### src/rtl/ram16k_ctrl.sv
// ram16k_ctrl: valid/ready request front end and clear engine for a 16K x 16 RAM
module ram16k_ctrl #(
  parameter int ADDR_W = 14,
  parameter int DATA_W = 16,
  parameter bit CLEAR_ON_RESET = 1'b1,
  parameter logic [DATA_W-1:0] CLEAR_VALUE = '0
) (
  input  logic              clk,
  input  logic              rst_n,
  input  logic              req_valid,
  output logic              req_ready,
  input  logic              req_write,
  input  logic [ADDR_W-1:0] req_addr,
  input  logic [DATA_W-1:0] req_wdata,
  output logic              rsp_valid,
  input  logic              rsp_ready,
  output logic [DATA_W-1:0] rsp_rdata,
  input  logic              clear_start,
  output logic              busy,
  output logic [ADDR_W-1:0] ram_address,
  output logic [DATA_W-1:0] ram_in,
  output logic              ram_load,
  input  logic [DATA_W-1:0] ram_out
);
  typedef enum logic [2:0] {CLEAR, IDLE, WR, RD, RESP} state_t;
  localparam state_t INIT = CLEAR_ON_RESET ? CLEAR : IDLE;
  localparam logic [ADDR_W:0] LAST = {1'b1, {ADDR_W{1'b0}}};
  state_t state, nxt;
  logic [ADDR_W:0] cnt;
  logic accept;
  assign req_ready = rst_n && state == IDLE && !clear_start;
  assign accept = req_valid && req_ready;
  // state register
  always_ff @(posedge clk or negedge rst_n)
    if (!rst_n) state <= INIT;
    else state <= nxt;
  // next-state: clear beats a coincident request; response waits for consumer
  always_comb begin
    nxt = state;
    case (state)
      CLEAR: nxt = cnt == LAST ? IDLE : CLEAR;
      IDLE:  nxt = clear_start ? CLEAR : accept ? (req_write ? WR : RD) : IDLE;
      WR:    nxt = IDLE;
      RD:    nxt = RESP;
      RESP:  nxt = rsp_ready ? IDLE : RESP;
      default: nxt = INIT;
    endcase
  end
  // registered RAM pins, clear counter and response channel
  always_ff @(posedge clk or negedge rst_n)
    if (!rst_n) begin
      cnt <= '0;
      ram_load <= 1'b0;
      ram_address <= '0;
      ram_in <= '0;
      rsp_valid <= 1'b0;
      rsp_rdata <= '0;
      busy <= CLEAR_ON_RESET;
    end else begin
      cnt <= state == CLEAR ? cnt + 1'b1 : '0;
      ram_load <= nxt == WR || (state == CLEAR && cnt != LAST);
      ram_address <= state == CLEAR ? cnt[ADDR_W-1:0] : accept ? req_addr : ram_address;
      ram_in <= state == CLEAR ? CLEAR_VALUE : accept ? req_wdata : ram_in;
      rsp_valid <= state == RD || (state == RESP && !rsp_ready);
      rsp_rdata <= state == RD ? ram_out : rsp_rdata;
      busy <= nxt == CLEAR;
    end
endmodule
### config.mk
export PLATFORM = sky130hd
export DESIGN_NAME = ram16k_ctrl
export DESIGN_NICKNAME = d
export VERILOG_FILES = /design/src/rtl/ram16k_ctrl.sv
export SDC_FILE = /design/constraint.sdc
export NUM_CORES = 1
export LEC_CHECK = 0
export CAP_MARGIN = 20
export CORE_MARGIN = 4
export CORE_UTILIZATION = 42
export CTS_BUF_LIST = sky130_fd_sc_hd__clkbuf_2
export DETAILED_ROUTE_END_ITERATION = 8
export MAX_ROUTING_LAYER = met4
export PLACE_DENSITY = 0.78
export SYNTH_ARGS = -nofsm -noshare
export SYNTH_HDL_FRONTEND = slang
export SYNTH_SLANG_ARGS = --single-unit
### constraint.sdc
create_clock -name clk -period 1.5 [get_ports clk]
set_input_delay 0.15 -clock clk [delete_from_list [all_inputs] [get_ports clk]]
set_output_delay 0.15 -clock clk [all_outputs]
set_load 0.02 [all_outputs]
**Word level (Yosys, flattened, before mapping)**

Cells that the tools add are included.

- Output and inout port bits: 50
- Bits in registers: 67
- Input bits: 52
- Word-level logic and storage cells: 39

- Equality and inequality tests: 7
- Reductions and logical operators: 12
- Add/sub/neg operators: 1
- Mux-type cells: 11

Operator list:

| cell | count |
|---|---|
| $mux 16 | 2 |
| $mux 14 | 2 |
| $add 15x1->15 const B | 1 |
| $eq 15x15->1 const B | 1 |
| $mux 15 | 1 |
| $ne 15x15->1 const B | 1 |
| $pmux 3 s5 | 1 |
| $eq 3x2->1 const B | 3 |
| $logic_not 3->1 | 2 |
| $logic_and 1x1->1 | 5 |
| $mux 2 | 2 |
| $eq 3x1->1 const B | 1 |
| $eq 3x3->1 const B | 1 |
| $mux 3 | 1 |
| $logic_not 1->1 | 2 |
| $logic_or 1x1->1 | 2 |
| $mux 1 | 2 |
| $reduce_bool 2->1 | 1 |

**Depth between registers and ports, before layout**

- Word-level depth: 9
- Mapped depth: 7
- Gate-level depth less buffers: 6

**Least setup slack after synthesis**

OpenSTA, ideal clock, no wires.

- Path kind: register to register
- Start: register state[2]
- End: register rsp_rdata[10]
- Slack: -2 ps
- Arrival time: 1377 ps
- Setup time: 125 ps
- Required time: 1375 ps
- Stages on the path, launching flop included: 6
- Period minus slack after synthesis: 1502 ps
- Path through: dfrtp_1 -> nand2b_1 -> or2_1 -> buf_6 -> buf_12 -> mux2_4

- Word-level cells in the longest chain between the ends: 1

Ends and longest elaborated chain:

| element | RTL line | RTL |
|---|---|---|
| from (decl) | 28 | `state_t state, nxt;` |
| from (signal assigned) | 36 | `else state <= nxt;` |
| $eq 3x2->1 | 65 | `rsp_rdata <= state == RD ? ram_out : rsp_rdata;` |
| to (signal assigned) | 65 |  |
| to (decl) | 17 | `output logic [DATA_W-1:0] rsp_rdata,` |

Every way passes these cells.
A chain may end at the register's enable or synchronous reset.

**Worst setup path in the final report**

- Start: register state[1]
- End: output port req_ready

- Word-level cells in the longest chain between the ends: 3

Ends and longest elaborated chain:

| element | RTL line | RTL |
|---|---|---|
| $eq 3x1->1 | 31 | `assign req_ready = rst_n && state == IDLE && !clear_start;` |
| $logic_and 1x1->1 (2 in series) | 31 |  |
| to (decl) | 11 | `output logic req_ready,` |

Every way passes these cells.

==> flow_summary.ini <==
[timing]
finClkSkew_ps = 20.1
totalNegativeSetupSlack_ps = -918
rsz0062_at_grt = true
timing.fmax_mhz = 626
slew_viol_final = 0
setup_viol = 22
fin_crit_ps = 1600
relSlewSlack = 0.537
worstMarginPinSlew_ps = 695
worst_slack_ps = -96.2
fin_crit_sh = 1.06
finalHoldViolCount = 0

[clocking]
clk_pin_slew_ps = 200
clock_sink_count = 67
h-tree-depth = 3
cts_buffers = 9
clock_latency_ps = 490
clk_path_buf_depth = 2
cts_tree = built
cts_root_buf = clkbuf_2

[drt]
ant_nets = 0
first_iter_violations = 174
wire_per_inst_um = 17.5
dr_total_vias = 2624
wirelength_um = 8730
drc = 0
post_drt_via_cell_ratio = 5.25
drtPass1Iterations = 4

[floorplanning]
fp.coreArea_sq_um = 6760
start_util = 0.431
dieHeight_um = 91.2
dieArea_sq_um = 8320
die_w_um = 91.2
io_pins = 102
rows = 30

[outcome]
status = complete, but fails checks
violations = negative setup slack

[job]
maxCapViolations = 0

[place]
io_buffer_count = 101
globalplace.congestion = 0.890
post-dp-hpwl_um = 5440
place_area_sq_um = 4160

[synthesis]
syn-cell-area_sq_um = 2910
ys_warn_count = 0
syn-num-nets = 325
synth_cell_type_count = 38
netlist_instances = 271
postSynth.asyncResetShare = 1.00
netlist.area_leader.share = 0.567
ys_seq_area_frac = 0.577
yosysTopAreaCell = dfrtp_1
ys.flop_type = dfrtp_1
synth.area.top_cells = dfrtp_1 57%, nand2_1 7.0%, mux2_4 4.1%, o21ai_0 3.4%, mux2_2 3.1%
synth_edf_count = 0
ys_ff_latch = 67
postSynthAreaPerCell_sq_um = 10.7

[critical_path]
end_kind = output pin
r2r_cells = 7
crit_start = state[1]$_DFF_PN0_
crit_chain = nor3_4 > and3_4 > buf_6
r2r-start = state[1]$_DFF_PN0_
cp.required_ps = 1350
worstSetupPathType = flop to output pin
cp_slowest_cell = dfrtp_1
cp_top_family = flip-flops
critical_path.max_stage_delay_ps = 450
arrival_ps = 1450
critical_path_peak_fanout = 2
worst_setup_path_start_kind = flop
worst-path-buf-inv = 1
cp_num_cells = 3

[grt]
antenna_found_initial = 0
grt_pass1_vias = 2578
grt_remaining_overflow = 0
grt_pass1_wl_um = 13100
grt_max_degree = 56
track_usage = 0.205

[layout]
syn2layout_area_growth_pct = 64.2
antenna_cells = 0
final_cell_area_sq_um = 4780
drive_above_1_share = 0.307
final_core_util = 0.707
fin_nets = 469

[hold_path]
hold_depth = 3
hold_class = input port to flop
worstHoldStart = req_wdata[6]

[pwr]
power.density_nw_per_um2 = 735
peakVddDrop_v = 0.000363
power_mw = 3.51
leakage_nw = 2.28
## kinds of logic after synthesis
kind of cell,Yosys count,synth area share
AND/OR/NAND/NOR,103,0.169
flip-flops,67,0.577
AO/OA/AOI/OAI,47,0.0929
buffers and inverters,25,0.0477
multiplexers,16,0.0722
XOR/XNOR,11,0.0331
adder cells (fa/ha/maj),2,0.00860
## per-stage QoR
| step | hold WS (ps) | setup slack [ps] | cells |
|---|---|---|---|
| 5_1_grt | 127 | -179 | 500 |
| 3_3_place_gp | 144 | -203 | 465 |
| 6_report | 153 | -96.2 | 500 |
| 2_1_floorplan | -146 | 13.0 | 271 |
| 3_5_place_dp | 147 | -204 | 465 |
| 4_1_cts | 121 | -144 | 487 |
## where the power goes
| group | leakage, nW | internal (mW) | switching, mW |
|---|---|---|---|
| clock network | 0.0919 | 0.715 | 0.675 |
| logic | 1.33 | 0.170 | 0.112 |
| registers | 0.855 | 1.83 | 0.00990 |
## cell usage after synthesis, types with 2 or more instances
library cell  number
a21oi_1           13
a221o_1            2
a22oi_1            6
buf_2              8
buf_6              2
clkbuf_2           2
dfrtp_1           66
ha_1               2
inv_1             10
mux2_2             8
mux2_4             8
nand2_1           54
nand3_1            6
nor2_1            18
nor3_1             4
nor4_1             6
o21ai_0           20
o22ai_1            5
or3_1              3
xnor2_1            9
xor2_1             2
## state kept, by name (all words and copies together), names as in the netlist
register,flops
rsp_valid,1
ram_in,16
ram_address,14
rsp_rdata,16
cnt,15
ram_load,1
busy,1
state,3
## cells in the final DEF (no fill, tap or decap), types with 3 or more instances in the layout
cell type | Yosys | layout
dfrtp_1 | 66 | 64
clkdlybuf4s50_1 | 0 | 50
dlygate4sd2_1 | 0 | 46
nand2_1 | 54 | 43
buf_4 | 0 | 25
nor2_1 | 18 | 18
buf_6 | 2 | 12
inv_1 | 10 | 10
o21ai_1 | 0 | 10
clkbuf_2 | 2 | 10
nand2_2 | 0 | 9
xnor2_1 | 9 | 9
o21ai_0 | 20 | 9
mux2_4 | 8 | 8
mux2_2 | 8 | 8
a21oi_1 | 13 | 7
nor4_2 | 0 | 5
nand3_1 | 6 | 5
a21oi_2 | 0 | 5
a22oi_1 | 6 | 5
buf_12 | 1 | 5
bufinv_16 | 0 | 3
## path summary, 6_finish.rpt
path,endpoint,slack [ps]
worst min register to register,cnt[0]$_DFF_PN0_,500
worst max-delay path,req_ready,-100
min in group asynchronous,cnt[7]$_DFF_PN0_,160
worst max register to register,state[0]$_DFF_PN0_,-80
max in group asynchronous,cnt[4]$_DFF_PN0_,610
worst min-delay path,ram_in[6]$_DFFE_PN0P_,150
## worst reg2reg max path, cell delays in order (launching register included)
cell	delay, ps
dfrtp_1	450
nor3_4	180
buf_4	140
buf_6	100
nand4_4	100
clkinv_4	110
a21oi_1	70
or3_1	340
## per-layer routing
layer | part of all wire | global-route usage | vias up
met5 | 0 | - | -
met4 | 0.015 | 0.0716 | 0
met3 | 0.048 | 0.0348 | 14
met2 | 0.52 | 0.324 | 93
met1 | 0.42 | 0.267 | 1302
li1 | - | - | 1215
## timing repair
action                                 4_1_cts  5_1_grt
hold buffers                                 1        0
pin swaps                                    1       17
setup endpoints to repair                   69       55
endpoints found under the hold margin       66        0
buffers inserted                             3       11
resized for setup                           67       69
gates cloned                                 2        3
## layout make-up
| type | instances | area (sq um) |
|---|---|---|
| Clock buffer | 9 | 45.0 |
| Timing Repair Buffer | 147 | 1470 |
| Tap cell | 80 | 100 |
| Inverter | 11 | 46.3 |
| Sequential cell | 67 | 1680 |
| Multi-Input combinational cell | 179 | 1320 |
| Clock inverter | 7 | 116 |
| Fill cell | 471 | 1980 |
Power figures use the tool's default switching activity.
